$ cat config.mk
export PLATFORM = sky130hd
export DESIGN_NAME = bsg_manycore_dram_burst_sequencer
export DESIGN_NICKNAME = d
export VERILOG_FILES = /design/src/rtl/bsg_manycore_dram_burst_sequencer.sv
export SDC_FILE = /design/constraint.sdc
export NUM_CORES = 1
export LEC_CHECK = 0
export ABC_AREA = 1
export BUFFER_PORTS_ARGS = -buffer_cell sky130_fd_sc_hd__buf_2
export CAP_MARGIN = 0
export CORE_MARGIN = 1.5
export CORE_UTILIZATION = 40
export DETAILED_ROUTE_END_ITERATION = 10
export PLACE_DENSITY = 0.67
export SYNTH_ARGS = -nofsm -noshare
export SYNTH_HDL_FRONTEND = slang
export SYNTH_SLANG_ARGS = --single-unit
$ cat constraint.sdc
create_clock -name clk_i -period 2.3 [get_ports clk_i]
set_clock_uncertainty 0.2 [all_clocks]
set_input_delay 0.115 -clock clk_i [delete_from_list [all_inputs] [get_ports clk_i]]
set_output_delay 0.115 -clock clk_i [all_outputs]
set_load 0.03 [all_outputs]
$ cat src/rtl/bsg_manycore_dram_burst_sequencer.sv
// Walks a word burst through the manycore DRAM hash and issues one valid/yumi request per word.
// Optional counters: define BSG_MANYCORE_DRAM_SEQ_STATS_EN to enable stat_words_o/stat_stalls_o.
module bsg_manycore_dram_burst_sequencer #(
    parameter int data_width_p                 = 32,
    parameter int addr_width_p                 = 28,
    parameter int x_cord_width_p               = 7,
    parameter int y_cord_width_p               = 7,
    parameter int pod_x_cord_width_p           = 3,
    parameter int pod_y_cord_width_p           = 4,
    parameter int x_subcord_width_p            = 4,
    parameter int y_subcord_width_p            = 3,
    parameter int num_vcache_rows_p            = 1,
    parameter int vcache_block_size_in_words_p = 8,
    parameter int len_width_p                  = 16
) (
    input  logic                          clk_i,
    input  logic                          reset_i,
    input  logic                          cmd_v_i,
    output logic                          cmd_ready_o,
    input  logic [data_width_p-1:0]       cmd_eva_i,
    input  logic [len_width_p-1:0]        cmd_len_i,
    input  logic [pod_x_cord_width_p-1:0] pod_x_i,
    input  logic [pod_y_cord_width_p-1:0] pod_y_i,
    output logic                          out_v_o,
    input  logic                          out_yumi_i,
    output logic [x_cord_width_p-1:0]     out_x_cord_o,
    output logic [y_cord_width_p-1:0]     out_y_cord_o,
    output logic [addr_width_p-1:0]       out_epa_o,
    output logic                          out_line_first_o,
    output logic                          out_last_o,
    output logic                          done_o,
    output logic [31:0]                   stat_words_o,
    output logic [31:0]                   stat_stalls_o
);

    localparam int lg_block_lp      = $clog2(vcache_block_size_in_words_p);
    localparam int lg_rows_lp       = $clog2(num_vcache_rows_p);
    localparam int dram_index_w_lp  = 1 + x_subcord_width_p + lg_rows_lp;
    localparam int index_lsb_lp     = 2 + lg_block_lp;
    localparam int bank_shift_lp    = index_lsb_lp + dram_index_w_lp;

    typedef enum logic [1:0] {IDLE, RUN, DONE} state_e;
    state_e state_r, state_n;

    logic [data_width_p-1:0]       eva_r;
    logic [len_width_p-1:0]        rem_r;
    logic [pod_x_cord_width_p-1:0] pod_x_r;
    logic [pod_y_cord_width_p-1:0] pod_y_r;
    logic                          first_r;

    logic accept, fire;
    assign accept = (state_r == IDLE) & cmd_v_i;
    assign fire   = (state_r == RUN) & out_yumi_i;

    always_ff @(posedge clk_i) begin
        if (reset_i) begin
            state_r <= IDLE;
            eva_r   <= '0;
            rem_r   <= '0;
            pod_x_r <= '0;
            pod_y_r <= '0;
            first_r <= 1'b0;
        end else begin
            state_r <= state_n;
            if (accept) begin
                eva_r   <= {cmd_eva_i[data_width_p-1:2], 2'b00};
                rem_r   <= cmd_len_i;
                pod_x_r <= pod_x_i;
                pod_y_r <= pod_y_i;
                first_r <= 1'b1;
            end else if (fire) begin
                eva_r   <= eva_r + data_width_p'(4);
                rem_r   <= rem_r - len_width_p'(1);
                first_r <= 1'b0;
            end
        end
    end

    always_comb begin
        state_n     = state_r;
        cmd_ready_o = 1'b0;
        out_v_o     = 1'b0;
        done_o      = 1'b0;
        case (state_r)
            IDLE: begin
                cmd_ready_o = 1'b1;
                if (cmd_v_i)
                    state_n = (cmd_len_i == '0) ? DONE : RUN;
            end
            RUN: begin
                out_v_o = 1'b1;
                if (out_yumi_i && rem_r == len_width_p'(1))
                    state_n = DONE;
            end
            DONE: begin
                done_o  = 1'b1;
                state_n = IDLE;
            end
            default: state_n = IDLE;
        endcase
    end

    // Hash: the dram index above the line offset picks vcache column, row and
    // north/south side; the bits above it form the per-bank line index.
    logic [lg_block_lp-1:0]       block_offset;
    logic [x_subcord_width_p-1:0] x_subcord;
    logic [y_subcord_width_p-1:0] row_idx, y_subcord;
    logic [pod_y_cord_width_p-1:0] pod_y_adj;
    logic                          south;
    logic [data_width_p-1:0]       bank_index, epa_full;

    assign block_offset = eva_r[2 +: lg_block_lp];
    assign x_subcord    = eva_r[index_lsb_lp +: x_subcord_width_p];
    assign south        = eva_r[bank_shift_lp-1];

    if (lg_rows_lp > 0) begin : g_rows
        assign row_idx = y_subcord_width_p'(eva_r[index_lsb_lp+x_subcord_width_p +: lg_rows_lp]);
    end else begin : g_one_row
        assign row_idx = '0;
    end

    // North vcaches count down from the pod edge, south ones count up.
    assign y_subcord  = south ? row_idx : ~row_idx;
    assign pod_y_adj  = south ? pod_y_r + pod_y_cord_width_p'(1) : pod_y_r - pod_y_cord_width_p'(1);
    assign bank_index = eva_r >> bank_shift_lp;
    assign epa_full   = (bank_index << lg_block_lp) | data_width_p'(block_offset);

    assign out_x_cord_o     = {pod_x_r, x_subcord};
    assign out_y_cord_o     = {pod_y_adj, y_subcord};
    assign out_epa_o        = epa_full[addr_width_p-1:0];
    assign out_line_first_o = out_v_o & (first_r | (block_offset == '0));
    assign out_last_o       = out_v_o & (rem_r == len_width_p'(1));

`ifdef BSG_MANYCORE_DRAM_SEQ_STATS_EN
    logic [31:0] words_r, stalls_r;
    always_ff @(posedge clk_i) begin
        if (reset_i) begin
            words_r  <= '0;
            stalls_r <= '0;
        end else begin
            if (fire && words_r != '1)
                words_r <= words_r + 32'd1;
            if (out_v_o && !out_yumi_i && stalls_r != '1)
                stalls_r <= stalls_r + 32'd1;
        end
    end
    assign stat_words_o  = words_r;
    assign stat_stalls_o = stalls_r;
`else
    assign stat_words_o  = '0;
    assign stat_stalls_o = '0;
`endif

endmodule

# After elaboration in Yosys (flattened, before gate mapping)
# Cells that the tools add are included.
# classes
add_sub_neg	4
n_eq_ne	5
muxes	15
bitwise_logic	6
n_reduce_logical	7
# op_table
op	n
2-to-1 mux 32 bit	2
adder 32 x 3 -> 32 bit (second input constant)	1
2-to-1 mux 16 bit	2
bitwise OR 25 x 3 -> 25 bit	1
equality test 16 x 1 -> 1 bit (second input constant)	1
logical NOT 16 bit	1
subtractor 16 x 1 -> 16 bit (second input constant)	1
2-to-1 mux 2 bit	3
2-to-1 mux 1 bit	5
adder 4 x 1 -> 4 bit (second input constant)	1
AND 1 bit	4
2-to-1 mux 4 bit	1
one-hot mux 2 bit (2 select lines)	1
subtractor 4 x 1 -> 4 bit (second input constant)	1
logical NOT 3 bit	1
2-to-1 mux 3 bit	1
equality test 2 x 1 -> 1 bit (second input constant)	1
equality test 2 bit (second input constant)	1
logical NOT 2 bit	1
inequality test 2 x 1 -> 1 bit (second input constant)	1
inequality test 2 bit (second input constant)	1
AND reduction 2 bit	1
nonzero test 2 bit	1
OR reduction 2 bit	1
other kinds (2)	2
# word_totals
register_bits	58
inputBits	59
out_inout_bits	111
word_cells	44

# Depth between registers and ports, before layout
# logic_depth
word_depth	4
ltp_mapped	11
mapped_depth_nobuf	11

# Least setup slack after synthesis
# OpenSTA, ideal clock, no wires.
# synth_timing
path_kind	register to output
from	reg eva_r[9]
to	out out_y_cord_o[6]
t_arrival_ps	1680
required_ps	1985
setup_slack_ps	305
path_stages_with_launch	6
cell_sequence	dfxtp_1 -> inv_1 -> ha_1 -> a21oi_1 -> nand2_1 -> xor2_1
# synth_via
elab_chain_cells	1
# synth_lines
item	line	text
from (decl)	45	logic [data_width_p-1:0] eva_r;
from (signal assigned)	66	eva_r <= {cmd_eva_i[data_width_p-1:2], 2'b00};
from (signal assigned)	72	eva_r <= eva_r + data_width_p'(4);
2-to-1 mux 4 bit	124	assign pod_y_adj = south ? pod_y_r + pod_y_cord_width_p'(1) : pod_y_r - pod_y_cord_width_p'(1);
to (decl)	27	output logic [y_cord_width_p-1:0] out_y_cord_o,
# No other way between the ends.

# Worst setup path after layout
# Same ends and word-level chain as after synthesis.

==> results.md <==
* Status: finished with violations
* Failing checks: hold timing
* Post-cts sizing count at 0
* Power per standard cell area at ~610 nW/um^2
* Max Root-Sink Buffers at 2
* Std-Cell Core Area at between 10,000 and 15,000 um^2
* # IOs at 170
* Cells after Synth at around 740
* Worst Path Arrival at about 1.8 ns
* #FFs+latches synth at 56
* Drt total wl at about 12 mm
* Overflow after GRT at 0
* Psw at approximately 1300 uW
* Die ar. at around 12,000 um^2
* WL/cell at approximately 12 um
* CP startpoint kind: flip-flop
* Die Wd at 110.3 um
* Antenna Nets Post-Route at 0
* Bufs and invs on worst path at 2
* Maxcap violations at 0
* Crit path cell chain: inv_1, ha_1, a21oi_1, nand2_1, xor2_1, buf_2
* CTS Buf Count at 5
* Final Max Tran Viols at 0
* Clk pin slew, worst setup/hold paths at around 0.080 ns
* Worst path slowest cell: dfxtp_1
* Sum of negative setup slack at 0 ns
* RSZ-0062 raised after global routing: no
* Drt drc at 0
* Logic gate share of total power at about 37%
* P_int at around 2000 uW
* Initial antenna violation count at 0
* Most frequent cells in the layout: nand2_1 (176), nor2_1 (103), buf_2 (100)
* Initial Util at roughly two fifths
* H-tree levels at 2
* Buffers on Ports at 100
* Slowest stage delay, CP at about 0.43 ns
* Num rows at 38
* Max Clk Rate at roughly 0.47 GHz
* Area of the mapped netlist at between 4000 and 5000 um^2
* Crit Path Class: reg2out
* P&R area growth vs syn at 17.17%
* CP top delay family: flip-flops
* Clk Latency, worst-skew pair at 0.30 ns
* WP data required at approximately 2 ns
* CP Capture Type: primary output
* Final setup vio count at 0
* Lkg Pwr at ~0.0025 uW
* Max VDD drop at between 0.0003 and 0.0004 V
* Die H at 110.3 um
* Root buffer cell: clkbuf_16
* Mean area per synthesized cell at around 6.2 um^2
* Drt first pass iters at 5
* Placer congestion estimate at approximately 0.9
* CTS tree: done
* Vias in the first global route at 4,274
* Hold Slack at -0.001991 ns
* Post-CTS setup buffer count at 0
* Final Hold Fails at 1
* Via density at 4.643
* CTS sink count at 56
* Post-DP Area at 4767 um^2
* Final Cycle Share at around 92%
* Sequential share of the synthesized area at between 20% and 30%
* DR iter-0 viols at between 200 and 300
* Pin count of the biggest net entering global routing at 39
* Design Area, Final at around 5400 um^2
* Ratio of cells with drive above 1 in the final layout at about 17%
* Diode count at 0
* Worst-margin pin slew at 0.6396 ns
* Vias at around 4,600
* Max_slew headroom at ~57%
* Synth Warn # at 0
* Synth unique cells at 40
* Most common cell after layout, fill and taps aside: nand2_1
* Sw Ratio at 40.06%
* Nets at 916
* Global-route wire length before repair at 19.89 mm
* Period minus WS final at roughly 2.1 ns
* GR Util All Layers at 20.87%
* Peak fanout along the critical path at 8
* Post-DP HPWL at 8.956 mm
* Hold Path Class: in2reg
* Clock share of power at a little over a quarter
* Reg power frac at ~36%
## what timing repair did
item / 4_1_cts / 5_1_grt
endpoints found under the setup margin: 0 / 0
hold buffers: 46 / 0
endpoints found under the hold margin: 46 / 0
## worst reg2reg max path: cells and delay by family (launching register included)
kind / cells / cell delay [ns]
and+or+nand+nor: 3 / 0.39
DFF: 1 / 0.35
buffers and inverters: 3 / 0.72
AOI/OAI and AO/OA: 2 / 0.20
## power groups by stage
stage          clock network [uW]  registers [uW]  logic [uW]
2_1_floorplan                   0            1180        1030
3_3_place_gp                    0            1200        1140
3_5_place_dp                    0            1200        1140
4_1_cts                       912            1170        1210
5_1_grt                       963            1200        1360
6_report                      901            1180        1210
## cell type report
type	count	area, um^2
multi-input cells	557	2592
inverters	74	277.8
well taps	140	175.2
repair buffers	156	1061
clock inverters	3	42.54
clock buffers	5	125.1
fillers	1199	5635
flip-flops and latches	56	1121
## synthesized netlist by cell type
library cell    n  area (um^2)
nand2_1       176        660.6
a21boi_0        1        7.510
and2_1          1        6.260
dfxtp_1        56         1121
or2_0           1        6.260
ha_1            6        75.07
o21bai_1        1        7.510
nor2_4          4        45.04
nand4_1         5        31.28
conb_1          1        3.750
a21oi_1        38        190.2
inv_2           2        7.510
clkbuf_1        9        33.78
buf_6           3        33.78
buf_4          99        743.2
o21a_1          1        7.510
nand3_1        53        265.3
xnor2_1         2        17.52
xor2_1          9        78.83
o21ai_0        33        165.2
nand3_4         1        17.52
a31oi_1         9        56.30
nor3_2          1        10.01
o22ai_1         2        12.51
o221ai_1        1        8.760
nor2_2          6        37.54
nand2_4         1        11.26
nor4_1          2        12.51
o211ai_1        6        45.04
nor2_1        103        386.6
a211oi_1        4        30.03
nor3b_1         1        7.510
nand3_2         1        10.01
o21ai_1         1        5.000
nand2_2         3        18.77
inv_1          72        270.3
buf_2          10        50.05
nor3_1         10        50.05
fa_1            1        20.02
or2_2           6        37.54
## path summary, 6_finish.rpt
check | from | to | slack [ns] | cells past startpoint
setup reg to reg | state_r[0] | eva_r[9] | 0.39 | 8
setup / recovery | eva_r[9] | out_y_cord_o[6] | 0.18 | 6
hold / removal | cmd_len_i[12] | rem_r[12] | -0.002 | 5
hold reg to reg | pod_x_r[0] | pod_x_r[0] | 0.28 | 2
## logic make-up after synthesis
group / Yosys count / synth area share, %
XOR/XNOR: 11 / 2.093
AND/OR/NAND/NOR: 375 / 35.05
adder cells (fa/ha/maj): 7 / 2.065
other: 1 / 0.08144
buffers and inverters: 195 / 24.73
flip-flops: 56 / 24.35
AO/OA/AOI/OAI: 97 / 11.63
## routing by layer
| metal | track usage (%) | part of all wire (%) | routed length, um |
|---|---|---|---|
| met1 | 25.90 | 44 | 5411 |
| met2 | 37.26 | 49 | 5960 |
| met3 | 3.880 | 6.4 | 782 |
| met4 | 4.670 | 1.0 | 127 |
| met5 | 0 | 0 | 0 |
## metrics by stage
stage / util, % / setup WS (ns) / cells / total power (uW)
floorplan: - / 0.3054 / 808 / 2211
global placement: 43.22 / 0.4531 / 937 / 2337
detailed placement: 43.22 / 0.4253 / 937 / 2341
CTS: 48.91 / 0.1732 / 991 / 3299
global route: 48.91 / 0.01170 / 991 / 3515
finish: 48.91 / 0.1783 / 991 / 3289
## state kept, by name, summed over array words and instances (netlist names)
register / count
eva_r: 30
first_r: 1
pod_x_r: 3
pod_y_r: 4
rem_r: 16
state_r: 2
Power figures use the tool's default switching activity.
